<file path="src/rtl/mmul_rr_scheduler_pkg.sv">
// Shared types and helpers for the multiplier scheduler: FSM state encoding,
// select-width helper and a reusable cyclic-priority pick function.
package mmul_rr_scheduler_pkg;

  typedef enum logic [1:0] {
    S_IDLE   = 2'd0,
    S_LAUNCH = 2'd1,
    S_WAIT   = 2'd2,
    S_DONE   = 2'd3
  } sched_state_e;

  localparam int unsigned RR_MAXREQ = 32;
  localparam int unsigned RR_IDXW   = 5;

  function automatic int sel_w(input int n);
    return (n > 1) ? $clog2(n) : 1;
  endfunction

  // First set bit of req[nreq-1:0] at or after ptr, wrapping; 0 when none set.
  function automatic logic [RR_IDXW-1:0] rr_pick(input logic [RR_MAXREQ-1:0] req,
                                                 input int unsigned nreq,
                                                 input int unsigned ptr);
    logic [RR_IDXW-1:0] pick;
    logic               found;
    int unsigned        idx;
    pick  = '0;
    found = 1'b0;
    for (int unsigned i = 0; i < RR_MAXREQ; i++) begin
      idx = ptr + i;
      if (idx >= nreq) idx = idx - nreq;
      if (!found && (i < nreq) && req[idx[RR_IDXW-1:0]]) begin
        pick  = idx[RR_IDXW-1:0];
        found = 1'b1;
      end
    end
    return pick;
  endfunction

endpackage

</file>
<file path="src/rtl/mmul_rr_scheduler_if.sv">
// Requester-side bundle of the multiplier scheduler, plus debug visibility of
// the FSM state and round-robin pointer.
interface mmul_rr_scheduler_if #(
  parameter int NREQ = 3,
  parameter int CNTW = 16
);
  import mmul_rr_scheduler_pkg::*;
  localparam int SELW = sel_w(NREQ);

  // Handshake: req[k] is a level held until done[k] pulses (or dropped by the
  // requester); gnt[k] marks when k owns the operand mux; done[k] is a single
  // cycle pulse meaning the result for k is on the multiplier output now.
  logic [NREQ-1:0] req;
  logic [NREQ-1:0] gnt;
  logic [SELW-1:0] sel;
  logic            mul_start;
  logic [NREQ-1:0] done;
  logic            busy;
  logic [CNTW-1:0] op_count;
  sched_state_e    dbg_state;
  logic [SELW-1:0] dbg_ptr;

  modport master (
    output req,
    input  gnt, sel, mul_start, done, busy, op_count, dbg_state, dbg_ptr
  );

  modport slave (
    input  req,
    output gnt, sel, mul_start, done, busy, op_count, dbg_state, dbg_ptr
  );
endinterface

</file>
<file path="src/rtl/mmul_rr_scheduler_rr_arbiter_onehot.sv">
// Combinational rotating-priority arbiter: picks the first request at or after
// the pointer and returns it as one-hot, binary index and an any-request flag.
module rr_arbiter_onehot
  import mmul_rr_scheduler_pkg::*;
#(
  parameter  int NREQ = 3,
  localparam int SELW = sel_w(NREQ)
) (
  input  logic [NREQ-1:0] i_req,
  input  logic [SELW-1:0] i_ptr,
  output logic [NREQ-1:0] o_onehot,
  output logic [SELW-1:0] o_idx,
  output logic            o_any
);
  logic [RR_MAXREQ-1:0] w_req_ext;
  logic [RR_IDXW-1:0]   w_pick;

  assign w_req_ext = RR_MAXREQ'(i_req);
  assign w_pick    = rr_pick(w_req_ext, unsigned'(NREQ), 32'(i_ptr));
  assign o_idx     = SELW'(w_pick);
  assign o_any     = |i_req;
  assign o_onehot  = o_any ? (NREQ'(1) << o_idx) : '0;
endmodule

</file>
<file path="src/rtl/mmul_rr_scheduler.sv">
// Time-shares one fixed-latency multiplier among NREQ requesters: grants round
// robin, pulses mul_start, counts the latency and returns a per-requester done.
module mmul_rr_scheduler
  import mmul_rr_scheduler_pkg::*;
#(
  parameter int NREQ    = 3,
  parameter int MUL_LAT = 4,
  parameter int CNTW    = 16
) (
  input logic                clk,
  input logic                reset,
  mmul_rr_scheduler_if.slave bus
);
  localparam int SELW = sel_w(NREQ);
  localparam int CW   = $clog2(MUL_LAT + 1);

  sched_state_e    r_state;
  logic [NREQ-1:0] r_gnt;
  logic [NREQ-1:0] r_done;
  logic [SELW-1:0] r_sel;
  logic [SELW-1:0] r_ptr;
  logic            r_start;
  logic            r_busy;
  logic [CW-1:0]   r_cnt;
  logic [CNTW-1:0] r_count;

  logic [NREQ-1:0] w_onehot;
  logic [SELW-1:0] w_idx;
  logic [SELW-1:0] w_ptr_next;
  logic            w_any;
  logic            w_hit;
  logic            w_to_done;

  rr_arbiter_onehot #(.NREQ(NREQ)) u_arb (
    .i_req    (bus.req),
    .i_ptr    (r_ptr),
    .o_onehot (w_onehot),
    .o_idx    (w_idx),
    .o_any    (w_any)
  );

  // Winner still requesting on the cycle before DONE decides whether done fires.
  assign w_hit      = |(bus.req & r_gnt);
  assign w_ptr_next = (r_sel == SELW'(NREQ - 1)) ? '0 : r_sel + 1'b1;
  assign w_to_done  = ((r_state == S_LAUNCH) && (MUL_LAT == 1)) ||
                      ((r_state == S_WAIT) && (r_cnt == CW'(1)));

  always_ff @(posedge clk or negedge reset) begin
    if (!reset) begin
      r_state <= S_IDLE;
      r_gnt   <= '0;
      r_done  <= '0;
      r_sel   <= '0;
      r_ptr   <= '0;
      r_start <= 1'b0;
      r_busy  <= 1'b0;
      r_cnt   <= '0;
      r_count <= '0;
    end else begin
      case (r_state)
        S_IDLE: begin
          if (w_any) begin
            r_gnt   <= w_onehot;
            r_sel   <= w_idx;
            r_start <= 1'b1;
            r_busy  <= 1'b1;
            r_state <= S_LAUNCH;
          end
        end
        S_LAUNCH: begin
          r_start <= 1'b0;
          r_cnt   <= CW'(MUL_LAT - 1);
          r_state <= S_WAIT;
        end
        S_WAIT: begin
          r_cnt <= r_cnt - 1'b1;
        end
        S_DONE: begin
          r_done  <= '0;
          r_gnt   <= '0;
          r_sel   <= '0;
          r_busy  <= 1'b0;
          r_state <= S_IDLE;
        end
        default: r_state <= S_IDLE;
      endcase
      // Entering DONE overrides the per-state next state above.
      if (w_to_done) begin
        r_state <= S_DONE;
        r_ptr   <= w_ptr_next;
        if (w_hit) begin
          r_done  <= r_gnt;
          r_count <= r_count + 1'b1;
        end
      end
    end
  end

  assign bus.gnt       = r_gnt;
  assign bus.sel       = r_sel;
  assign bus.mul_start = r_start;
  assign bus.done      = r_done;
  assign bus.busy      = r_busy;
  assign bus.op_count  = r_count;
  assign bus.dbg_state = r_state;
  assign bus.dbg_ptr   = r_ptr;

  a_gnt_onehot0: assert property (@(posedge clk) disable iff (!reset) $onehot0(r_gnt));
  a_done_onehot0: assert property (@(posedge clk) disable iff (!reset) $onehot0(r_done));
endmodule

</file>
<file path="src/flat_wrapper.sv">
// flat-port wrapper written by rule: the top's interface ports become plain ports
module mmul_rr_scheduler_flat import mmul_rr_scheduler_pkg::*;
#(
  parameter int NREQ    = 3,
  parameter int MUL_LAT = 4,
  parameter int CNTW    = 16
)
  (clk, reset, bus_req, bus_gnt, bus_sel, bus_mul_start, bus_done, bus_busy, bus_op_count, bus_dbg_state, bus_dbg_ptr);
  mmul_rr_scheduler_if #(.NREQ(NREQ), .CNTW(CNTW)) bus_i ();
  input logic clk;
  input logic reset;
  input wire logic [$bits(bus_i.req)-1:0] bus_req;
  output wire logic [$bits(bus_i.gnt)-1:0] bus_gnt;
  output wire logic [$bits(bus_i.sel)-1:0] bus_sel;
  output wire logic [$bits(bus_i.mul_start)-1:0] bus_mul_start;
  output wire logic [$bits(bus_i.done)-1:0] bus_done;
  output wire logic [$bits(bus_i.busy)-1:0] bus_busy;
  output wire logic [$bits(bus_i.op_count)-1:0] bus_op_count;
  output wire logic [$bits(bus_i.dbg_state)-1:0] bus_dbg_state;
  output wire logic [$bits(bus_i.dbg_ptr)-1:0] bus_dbg_ptr;
  assign bus_i.req = bus_req;
  assign bus_gnt = bus_i.gnt;
  assign bus_sel = bus_i.sel;
  assign bus_mul_start = bus_i.mul_start;
  assign bus_done = bus_i.done;
  assign bus_busy = bus_i.busy;
  assign bus_op_count = bus_i.op_count;
  assign bus_dbg_state = bus_i.dbg_state;
  assign bus_dbg_ptr = bus_i.dbg_ptr;
  mmul_rr_scheduler #(.NREQ(NREQ), .MUL_LAT(MUL_LAT), .CNTW(CNTW)) u_core (.clk(clk), .reset(reset), .bus(bus_i));
endmodule
</file>
<file path="config.mk">
export PLATFORM = sky130hd
export DESIGN_NAME = mmul_rr_scheduler_flat
export DESIGN_NICKNAME = d
export VERILOG_FILES = /design/src/rtl/mmul_rr_scheduler_pkg.sv /design/src/rtl/mmul_rr_scheduler_if.sv /design/src/rtl/mmul_rr_scheduler_rr_arbiter_onehot.sv /design/src/rtl/mmul_rr_scheduler.sv /design/src/flat_wrapper.sv
export SDC_FILE = /design/constraint.sdc
export NUM_CORES = 1
export LEC_CHECK = 0
export CAP_MARGIN = 5
export CORE_ASPECT_RATIO = 1.75
export CORE_MARGIN = 2
export CORE_UTILIZATION = 45
export DETAILED_ROUTE_END_ITERATION = 10
export PLACE_DENSITY = 0.7
export SLEW_MARGIN = 20
export SYNTH_ARGS = -nofsm -noshare
export SYNTH_HDL_FRONTEND = slang
export SYNTH_HIERARCHICAL = 1
export SYNTH_SLANG_ARGS = --single-unit
</file>
<file path="constraint.sdc">
create_clock -name clk -period 2.5 [get_ports clk]
set_clock_uncertainty 0.15 [all_clocks]
set_input_delay 0.5 -clock clk [delete_from_list [all_inputs] [get_ports clk]]
set_output_delay 0.5 -clock clk [all_outputs]
set_load 0.005 [all_outputs]
</file>
# == Word-level counts from Yosys, hierarchy flattened ==
# Index checks and enable logic that the tools add are counted.
# totals
ff_bits,33
latchBits,0
mem_bits_rw,0
rom_bits,0
inputBits,5
out_inout_bits,30
elab_cells,77
n_memories,0
# op_classes
addsub,8
mul,0
div_mod_pow,0
magnitude_cmp,6
eq_ne,7
n_shift,1
mux,29
bitwise_logic,1
reduce_logical,16
# op_table
op,n
< comparator 5 x 6 -> 1 bit (second input constant),3
adder 16 x 1 -> 16 bit (second input constant),1
binary-select mux 1 bit (select 5 bit),3
2-to-1 mux 5 bit,3
2-to-1 mux 2 bit,7
2-to-1 mux 3 bit,4
case mux 3 bit (2 select lines),2
AND reduction 2 bit,4
subtractor 3 x 2 -> 4 bit (second input constant),2
equality test 2 bit (second input constant),3
>= comparator 3 x 2 -> 1 bit (second input constant),2
2-to-1 mux 1 bit,6
case mux 2 bit (3 select lines),1
nonzero test 2 bit,3
OR reduction 3 bit,2
case mux 1 bit (2 select lines),2
case mux 2 bit (2 select lines),1
nonzero test 4 bit,1
adder 2 x 1 -> 3 bit (second input constant),1
adder 2 x 2 -> 3 bit (second input constant),1
AND 3 bit,1
equality test 3 x 1 -> 1 bit (second input constant),1
logical AND 1 bit,3
inequality test 3 x 2 -> 1 bit (second input constant),1
9 further kinds,10

# == Longest topological paths before layout ==
# Gate-level depths: netlist of run 1.
# depth
depth_word,14
depth_mapped,9
ltp_nobuf,9

# == Modules after synthesis ==
# Netlist of run 1, hierarchy kept.
# modules_own_cells
module,instances,cells_per_inst,area_per_inst_um2,seq_area_each_um2
mmul_rr_scheduler,1,154,1587.8,825.8
rr_arbiter_onehot,1,36,282.8,0.0

# == Worst setup path after synthesis of run 1 ==
# No wires, ideal clock.
# synth_timing
path_type,register to register
start,"register u_core.r_ptr[1], in the netlist u_core/bus.dbg_ptr[1]"
end,"register u_core.r_gnt[1], in the netlist u_core/bus.gnt[1]"
setup_time_ns,0.133
t_arrival_ns,1.969
t_required_ns,2.217
path_slack_ns,0.247
path_stages_with_launch,9
n_path_buf,0
period_less_slack_ns,2.253
path_cell_list,dfrtp_1 > inv_1 > ha_1 > o2bb2ai_2 > a21oi_1 > or4_1 > and2_1 > a21oi_1 > o21ai_0
# synth_via
elab_chain_cells,14
word_cells_on_any_way,29
classes_between,add/sub: 5; order compare: 3; shift: 1; mux: 16; reduce/logical: 4
# synth_rtl
item,line_no,rtl
from (decl),mmul_rr_scheduler.sv:21,logic [SELW-1:0] r_ptr;
from (signal assigned),mmul_rr_scheduler.sv:90,r_ptr <= w_ptr_next;
"parallel branches: the longest is 10 deep, another holds subtractor 3 x 2 -> 4 bit",-,
2-to-1 mux 2 bit *,mmul_rr_scheduler_pkg.sv:31,if (!found && (i < nreq) && req[idx[RR_IDXW-1:0]]) begin
left shift 1 x 2 -> 3 bit *,mmul_rr_scheduler_rr_arbiter_onehot.sv:22,assign o_onehot = o_any ? (NREQ'(1) << o_idx) : '0;
named net u_core.w_onehot[1],mmul_rr_scheduler.sv:27,logic [NREQ-1:0] w_onehot;
2-to-1 mux 3 bit *,mmul_rr_scheduler.sv:62,if (w_any) begin
case mux 3 bit (2 select lines) *,mmul_rr_scheduler.sv:60,case (r_state)
to (signal assigned),mmul_rr_scheduler.sv:63,r_gnt <= w_onehot;
to (decl),mmul_rr_scheduler.sv:18,logic [NREQ-1:0] r_gnt;
# Mark *: on every way through the listed nets, which the timed path passes. The select of a mux whose other input is x is not followed.
# A chain may end at the register's enable or synchronous reset.

# == Worst setup path in the final report of run 1 ==
# layout_timing
start,input bus_req[1]
end,"register u_core.r_count[11], in the netlist u_core/bus.op_count[11]"
# layout_via
elab_chain_cells,3
# layout_rtl
item,line_no,rtl
from (decl),flat_wrapper.sv:12,input wire logic [$bits(bus_i.req)-1:0] bus_req;
AND 3 bit,mmul_rr_scheduler.sv:43,assign w_hit = |(bus.req & r_gnt);
OR reduction 3 bit,mmul_rr_scheduler.sv:43,
AND reduction 2 bit (no line),-,
to (signal assigned),mmul_rr_scheduler.sv:93,r_count <= r_count + 1'b1;
to (decl),mmul_rr_scheduler.sv:25,logic [CNTW-1:0] r_count;
# Every way passes these cells.

==> results.toml, run 1 <==
[synthesis]
ys_async_sr_fraction_pct = 100
ys_seq_elements = 33
synth_nets = 208
synth_cells = 190
synth_commonest_cells = "33 x dfrtp_1, 18 x nand2_1, 15 x o21ai_0"
yosysTopAreaCell = "dfrtp_1"
synth_area_um2 = 1870
syn_avg_cell_area_um2 = 9.84
synthTopCellsByArea = "dfrtp_1 44%, ha_1 8.7%, xnor2_1 4.7%, o21ai_0 4.0%, nand2_1 3.6%"
yosysMostFrequentCell = "dfrtp_1"
synth_enable_flop_cells = 0
synth_cell_type_count = 41
yosysSeqAreaShare_pct = 44.1
synth_flop_cell = "dfrtp_1"
yosys.area.top_type_share_pct = 44.1
ys_warn_count = 6

[cts]
cts_hold_buf = 0
clkLatencyLatePin_ns = 0.29
cts.path.max_buffers = 2
clockRootBuffer = "clkbuf_8"
cts_tree = "done"
cts_buffers = 5
htree_levels = 2
cts_sinks = 33
clk_pin_slew_worst_paths_ns = 0.07

[power_and_ir_drop]
leakage_nw = 1.07
irDropWorstVdd_v = 0.000636
power.density_nw_per_um2 = 951
design_power_total_w = 0.00235

[worst_setup_path]
crit_path_max_fanout = 5
worstSetupStartpoint = "bus_req[1]"
required_ns = 2.56
r2r-start = "u_core/bus.dbg_ptr[1]"
critPathKind = "in -> reg"
crit_path_end_kind = "flip-flop"
worst_ep_arrival_time_ns = 2.45
r2r_end = "u_core/bus.gnt[1]"
r2r_slack_ns = 0.13
startpoint_type = "primary input"
ff2ff_path_depth = 8

[hold_path]
worstHoldStart = "u_core/bus.op_count[15]"
hp-class = "reg -> reg"
whs_path_depth = 1
holdPathEnd = "u_core/bus.op_count[15]"

[placement]
place.gp.congestion = 0.804
dp_cells = 276
dpl.hpwl_mm = 3.01
pre_cts_slack_ns = -0.185
portBuffers = 34

[final_layout]
num-fill-cells = 362
drive_above_1_share_pct = 14.3
areaGrowthSynthToFinish_pct = 32.0
post-route-util_pct = 60.6
fin_cells = 286
antenna_cells = 0
final_net_count = 254

[route]
drt_iter0_markers = 19
first_pass_iters = 6
drc = 0
ant_nets = 0
vias = 1508
wl_per_cell_um = 14.4
drt-total-wl_mm = 4.12
viasPerCell = 5.27

[floorplanning]
start_util_pct = 45.9
num_rows = 31
fp.coreArea_um2 = 4070
io_pins = 35
dieWidth_um = 52.7
die_area_um2 = 4710
die_y_um = 89.3

[timing]
post-route-period-util_pct = 95.7
rsz0062_at_grt = "yes"
fmax_mhz = 418
worst_slew_pin_slew_ns = 0.497
hold_viol = 0
setup_viol = 0
finalCriticalPeriod_ns = 2.39
timing.final.ws_setup_ns = 0.106
drv_slew = 0
timing.slew.headroom_pct = 66.9

[global_route]
grt_use_total_pct = 19.3
grt_pass1_wl_mm = 6.65
grt_antenna_before_repair = 0
grt_pass1_vias = 1480
grt_max_degree = 34
grt_overflow_total = 0

[status]
run_status = "completed"

[flow_run]
cap_violations = 0
repair_timing:
item,CTS,global route
endpoints found under the setup margin,0,4
gates resized for setup,0,10
setup buffers,0,2
registers in the layout (all words and copies together), names as in the netlist:
name	flops
u_core/bus.op_count	16
u_core/bus.mul_start	1
u_core/bus.done	3
u_core/bus.dbg_ptr	2
u_core/bus.dbg_state	2
u_core/bus.busy	1
u_core/bus.gnt	3
u_core/r_cnt	3
u_core/bus.sel	2
per-stage QoR:
step                      hold slack, ns  instance area [µm²]  TNS (ns)
after CTS                          0.331                 2420         0
after detailed placement           0.318                 2310     -1.01
after global routing               0.354                 2470  -0.00621
after floorplan                   0.0544                 1870         0
final                              0.323                 2470         0
after global placement             0.314                 2310    -0.568
critical path, stage by stage:
cell	delay (ns)
clkdlybuf4s50_1	0.55
buf_4	0.14
a222oi_1	0.07
buf_4	0.16
buf_4	0.13
or4_4	0.51
nor3_2	0.21
xor2_1	0.16
kinds of logic (layout without fill, tap and decap cells):
logic type	count (synthesis)	count (layout)	share of synthesized area, %
and+or+nand+nor	71	71	21.6
muxes	5	5	2.74
adders and majority gates	13	13	8.70
xor gates and xnor gates	15	15	7.02
AOI/OAI and AO/OA	37	37	12.1
buffers and inverters	16	63	3.68
DFF	33	33	44.1
placed cells by master, fill, tap and decap left out, drive strengths merged:
master | netlist | routed
clkdlybuf4s50 | 0 | 34
dfrtp | 33 | 33
nand2 | 18 | 18
o21ai | 18 | 18
ha | 13 | 13
buf | 2 | 11
xnor2 | 10 | 10
inv | 10 | 10
nand3 | 8 | 8
a21oi | 8 | 8
nor2 | 8 | 8
nor2b | 7 | 7
clkbuf | 4 | 7
nand4 | 7 | 7
nand2b | 6 | 6
xor2 | 5 | 5
mux2i | 4 | 4
nand3b | 3 | 3
and2 | 3 | 3
nor4 | 3 | 3
and3 | 2 | 2
nor3 | 2 | 2
o31ai | 2 | 2
or4 | 2 | 2
bufinv | 0 | 1
a222oi | 1 | 1
and4 | 1 | 1
a31oi | 1 | 1
o21a | 1 | 1
mux2 | 1 | 1
or3 | 1 | 1
o2bb2ai | 1 | 1
a221o | 1 | 1
o31a | 1 | 1
a21boi | 1 | 1
a2111oi | 1 | 1
o211ai | 1 | 1
power breakdown:
| part | total, W | switching, W | leakage (nW) | internal (W) |
|---|---|---|---|---|
| Sequential | 0.000754 | 0.000114 | 0.431 | 0.000640 |
| Clock | 0.000514 | 0.000190 | 0.0585 | 0.000325 |
| Combinational | 0.00108 | 0.000533 | 0.578 | 0.000548 |
| Total | 0.00235 | 0.000836 | 1.07 | 0.00151 |
cell type report:
type / count / area, µm² / area share, %
multi-input combinational: 141 / 1000 / 40.7
sequential: 33 / 827 / 33.5
timing repair buffer: 45 / 423 / 17.1
clock buffer: 7 / 86.3 / 3.50
tap: 49 / 61.3 / 2.48
inverter: 10 / 37.5 / 1.52
clock inverter: 1 / 30.0 / 1.22
per-layer routing:
metal	wire length (µm)	up-vias	global-route usage, %
li1	-	750	-
met1	1660	717	21.4
met2	2230	32	34.0
met3	139	9	3.01
met4	93	0	11.0
met5	0	-	0
worst max path at each step:
stage,endpoint,slack (ns),depth (start not counted)
2_1_floorplan,u_core/bus.gnt[1],0.25,8
3_3_place_gp,u_core/bus.op_count[1],-0.15,5
3_5_place_dp,u_core/bus.op_count[1],-0.19,5
4_1_cts,u_core/bus.gnt[1],0.02,8
5_1_grt,u_core/bus.gnt[1],-0.006,8
6_report,u_core/bus.op_count[11],0.11,8
Note: power is estimated with default switching activity, not from simulation.
==> run 2: changes to the inputs <==
--- a/config.mk
+++ b/config.mk
@@ -7,7 +7,6 @@
 export LEC_CHECK = 0
 export CAP_MARGIN = 5
 export CORE_ASPECT_RATIO = 1.75
-export CORE_MARGIN = 2
 export CORE_UTILIZATION = 45
 export DETAILED_ROUTE_END_ITERATION = 10
 export PLACE_DENSITY = 0.7
==> results.toml, run 2 (synthesized netlist as in run 1, its figures left out) <==
[route]
first_pass_iters = 4
viasPerCell = 5.41
drt-total-wl_mm = 3.98
vias = 1519
wl_per_cell_um = 14.1
ant_nets = 0
drt_iter0_markers = 28
drc = 0

[cts]
cts_buffers = 5
cts_tree = "done"
cts_sinks = 33
htree_levels = 2
clockRootBuffer = "clkbuf_8"
clk_pin_slew_worst_paths_ns = 0.06
cts_hold_buf = 0
cts.path.max_buffers = 2
clkLatencyLatePin_ns = 0.28

[floorplanning]
die_area_um2 = 4430
num_rows = 30
io_pins = 35
fp.coreArea_um2 = 3940
dieWidth_um = 50.7
start_util_pct = 47.5
die_y_um = 87.3

[timing]
setup_viol = 0
fmax_mhz = 424
post-route-period-util_pct = 94.4
hold_viol = 0
timing.slew.headroom_pct = 49.7
finalCriticalPeriod_ns = 2.36
drv_slew = 0
rsz0062_at_grt = "no"
hold_slack_ns = 0.325
worst_slew_pin_slew_ns = 0.755

[power_and_ir_drop]
leakage_nw = 1.04
p_sw_share_pct = 37.2
p_comb_share_pct = 47.5
clock_power_share_pct = 16.9
power.density_nw_per_um2 = 888
irDropWorstVdd_v = 0.000539
p_int_w = 0.00133
design_power_total_w = 0.00212
p_seq_share_pct = 35.6
switchingPower_w = 0.000789

[worst_setup_path]
worstSetupStartpoint = "u_core/bus.dbg_ptr[1]"
crit_path_end_kind = "flip-flop"
required_ns = 2.50
startpoint_type = "flip-flop"
worst_ep_arrival_time_ns = 2.36
crit_path_max_fanout = 7
ff2ff_path_depth = 8
r2r_slack_ns = 0.14
r2r_end = "u_core/bus.gnt[1]"
critPathKind = "reg -> reg"
r2r-start = "u_core/bus.dbg_ptr[1]"

[global_route]
grt_pass1_wl_mm = 6.53
grt_use_total_pct = 19.8
grt_pass1_vias = 1432
grt_overflow_total = 0
grt_antenna_before_repair = 0
grt_max_degree = 34

[placement]
dp_cells = 274
dpl_cell_area_um2 = 2300
place.gp.congestion = 0.790
dpl.hpwl_mm = 2.99
portBuffers = 34

[flow_run]
cap_violations = 0

[hold_path]
holdPathEnd = "u_core/bus.op_count[15]"
whs_path_depth = 1
worstHoldStart = "u_core/bus.op_count[15]"
hp-class = "reg -> reg"

[final_layout]
fin_cells = 281
layout_common_cells = "34 x clkdlybuf4s50_1, 32 x dfrtp_1, 18 x nand2_1"
stdcell_area_um2 = 2390
largest_reg_flops = 16
areaGrowthSynthToFinish_pct = 27.8
drive_above_1_share_pct = 11.2
final_net_count = 252
antenna_cells = 0
final_common_cell = "clkdlybuf4s50_1"

[status]
run_status = "completed"
==> run 2: cell count changes in the layout (fill, tap and decap cells not counted) <==
cell	previous run	this run
o31ai_2	1	0
ha_4	1	0
inv_2	2	0
inv_1	8	10
bufinv_16	1	0
o31ai_1	1	2
mux2i_2	1	0
mux2i_1	3	4
ha_1	9	10
buf_4	11	9
clkbuf_1	1	0
clkinv_2	0	1
clkbuf_8	6	5
==> run 2: power groups by stage <==
stage / registers (W) / logic (W) / clock network, W
after CTS: 0.000756 / 0.000996 / 0.000371
after global routing: 0.000778 / 0.00111 / 0.000391
after floorplan: 0.000750 / 0.000614 / 0
final: 0.000755 / 0.00101 / 0.000358
after detailed placement: 0.000765 / 0.000989 / 0
after global placement: 0.000763 / 0.000979 / 0
==> run 2: layer usage <==
| layer | up-vias | track usage, % | routed length (µm) |
|---|---|---|---|
| met5 | - | 0 | 0 |
| met4 | 0 | 7.58 | 59 |
| met3 | 5 | 3.32 | 116 |
| met2 | 25 | 37.1 | 2160 |
| met1 | 744 | 21.5 | 1640 |
| li1 | 745 | - | - |
==> run 2: timing repair <==
action,4_1_cts,5_1_grt
setup endpoints to repair,0,3
gates resized for setup,0,4
buffers inserted,0,1
==> run 2: worst max-delay path by stage <==
stage                                   to  slack, ns
finish                   u_core/bus.gnt[1]       0.14
global route             u_core/bus.gnt[1]      0.005
CTS                      u_core/bus.gnt[1]       0.07
detailed placement       u_core/bus.gnt[1]      -0.12
global placement    u_core/bus.op_count[1]      -0.09
floorplan                u_core/bus.gnt[1]       0.25
==> run 2: cell type report <==
| cell class | instances | area [µm²] |
|---|---|---|
| inverter | 10 | 37.5 |
| sequential | 33 | 827 |
| clock inverter | 1 | 5.00 |
| timing repair buffer | 43 | 408 |
| tap | 48 | 60.1 |
| clock buffer | 5 | 68.8 |
| multi-input combinational | 141 | 983 |
| fill | 355 | 1550 |
==> run 2: metrics by stage <==
stage	TNS (ns)	utilization [%]	setup slack [ns]
6_report	0	60.6	0.140
5_1_grt	0	60.6	0.00479
4_1_cts	0	60.2	0.0741
3_5_place_dp	-0.429	58.3	-0.121
3_3_place_gp	-0.279	58.3	-0.0868
2_1_floorplan	0	-	0.247
==> run 2: worst max-delay path, cell delays in order, from the launching register on <==
cell and delay, ns:
dfrtp_1 0.41, inv_1 0.10, ha_2 0.41, a21oi_1 0.06, a221o_1 0.29, or4_1 0.44, and2_1 0.16, a21oi_1 0.12
o21ai_0 0.08
==> run 3: changes to the inputs <==
--- a/config.mk
+++ b/config.mk
@@ -9,7 +9,7 @@
 export CORE_ASPECT_RATIO = 1.75
 export CORE_UTILIZATION = 45
 export DETAILED_ROUTE_END_ITERATION = 10
-export PLACE_DENSITY = 0.7
+export PLACE_DENSITY = 0.73
 export SLEW_MARGIN = 20
 export SYNTH_ARGS = -nofsm -noshare
 export SYNTH_HDL_FRONTEND = slang
==> constraint.sdc (replaced) <==
create_clock -name clk -period 2.1 [get_ports clk]
set_clock_uncertainty 0.15 [all_clocks]
set_input_delay 0.42 -clock clk [delete_from_list [all_inputs] [get_ports clk]]
set_output_delay 0.42 -clock clk [all_outputs]
set_load 0.005 [all_outputs]
==> results.toml, run 3 (synthesized netlist as in run 1, its figures left out) <==
[status]
run_status = "complete, but fails checks"
violations = "negative setup slack"

[cts]
clockRootBuffer = "clkbuf_8"
clkLatencyLatePin_ns = 0.29
cts_tree = "done"
cts_buffers = 5
cts_hold_buf = 0
clk_pin_slew_worst_paths_ns = 0.07
htree_levels = 2
cts.path.max_buffers = 2
cts_sinks = 33

[route]
route.met2.wl_mm = 2.45
m1WireLength_mm = 1.70
top_layer = "met4"
drt_iter0_markers = 22
vias = 1578
ant_nets = 0
drt-total-wl_mm = 4.35
viasPerCell = 5.26
dr_wl_met3_um = 126
first_pass_iters = 6
drc = 0
wl_per_cell_um = 14.5

[final_layout]
final_net_count = 269
drive_above_1_share_pct = 23.4
antenna_cells = 0
areaGrowthSynthToFinish_pct = 39.9
final_common_cell = "dfrtp_1"
largest_reg_flops = 16
stdcell_area_um2 = 2620
layout_common_cells = "31 x dfrtp_1, 30 x clkdlybuf4s50_1, 26 x buf_4"

[placement]
dpl_cell_area_um2 = 2470
dpl.hpwl_mm = 3.22
pre_cts_slack_ns = -0.411
portBuffers = 34
place.gp.congestion = 0.795

[hold_path]
hp-class = "reg -> reg"
whs_path_depth = 1

[global_route]
grt_pass1_vias = 1574
grt_use_total_pct = 21.8
grt_pass1_wl_mm = 7.10
grt_overflow_total = 0
grt_antenna_before_repair = 0
grt_max_degree = 34

[power_and_ir_drop]
power.density_nw_per_um2 = 1140
leakage_nw = 1.17
irDropWorstVdd_v = 0.00107

[worst_setup_path]
ff2ff_path_depth = 8
crit_path_max_fanout = 6
path_cells = "inv_4, ha_4, a21oi_2, a221o_1, or4_4, and2_4, a21oi_2, o21ai_1"
crit_path_frequent_cell = "a21oi_2"
worst_ep_arrival_time_ns = 2.25
slowest_delay_ns = 0.45
startpoint_type = "flip-flop"
slowest_stage = "dfrtp_2"
crit_path_end_kind = "flip-flop"
required_ns = 2.11
critPathKind = "reg -> reg"

[timing]
setup_viol = 3
finalCriticalPeriod_ns = 2.24
timing.final.ws_setup_ns = -0.139
post-route-period-util_pct = 107
hold_viol = 0
timing.slew.headroom_pct = 72.0
fmax_mhz = 447
drv_slew = 0
worst_slew_pin_slew_ns = 0.419
rsz0062_at_grt = "yes"

[floorplanning]
die_y_um = 87.3
dieWidth_um = 50.7
start_util_pct = 47.5
die_area_um2 = 4430
io_pins = 35
num_rows = 30
fp.coreArea_um2 = 3940

[flow_run]
cap_violations = 0
## run 3: worst max-delay path, delay by kind of cell, from the launching register on
kind / cells / cell delay [ns]
adder cells (fa/ha/maj): 1 / 0.31
AO/OA/AOI/OAI: 4 / 0.53
flip-flops: 1 / 0.45
buffers and inverters: 1 / 0.08
AND/OR/NAND/NOR: 2 / 0.60
## run 3: path summary, 6_finish.rpt
| check | end | startpoint | slack (ns) |
|---|---|---|---|
| worst max-delay path | u_core/bus.sel[0] | u_core/bus.dbg_ptr[1] | -0.14 |
| worst min-delay path | u_core/bus.op_count[15] | u_core/bus.op_count[15] | 0.33 |
| worst max register to register | u_core/bus.sel[0] | u_core/bus.dbg_ptr[1] | -0.14 |
| worst min register to register | u_core/bus.op_count[15] | u_core/bus.op_count[15] | 0.33 |
| max in group asynchronous | u_core/bus.dbg_ptr[0] | reset | 1.10 |
| min in group asynchronous | u_core/bus.op_count[0] | reset | 0.37 |
## run 3: layout make-up
| cell class | instances | area (µm²) |
|---|---|---|
| clock buffers | 5 | 68.8 |
| clock inverters | 3 | 17.5 |
| fillers | 334 | 1330 |
| inverters | 10 | 42.5 |
| multi-input cells | 141 | 1060 |
| flip-flops and latches | 33 | 828 |
| well taps | 48 | 60.1 |
| repair buffers | 60 | 534 |
## run 3: per-stage QoR
stage	util [%]	TNS [ns]	hold slack, ns	cells	power (W)
after floorplan	-	-0.0755	-0.0256	190	0.00170
after global placement	62.7	-3.81	0.314	289	0.00229
after detailed placement	62.7	-4.31	0.320	289	0.00233
after CTS	65.7	-0.327	0.333	299	0.00291
after global routing	66.4	-0.794	0.342	300	0.00321
final	66.4	-0.351	0.331	300	0.00298
## run 3: report_power, final
| part | leakage, nW | internal [W] | switching (W) |
|---|---|---|---|
| sequential | 0.430 | 0.000763 | 0.000142 |
| combinational | 0.693 | 0.000874 | 0.000732 |
| clock | 0.0439 | 0.000228 | 0.000239 |
## run 3: what timing repair did
item,CTS,global route
pin swaps,2,4
endpoints found under the setup margin,6,7
resized for setup,14,5
buffers inserted,2,1
## run 3: metal layers
layer	vias to the layer above	track usage (%)
li1	789	-
met1	754	22.9
met2	29	41.0
met3	6	4.36
met4	0	8.59
met5	-	0
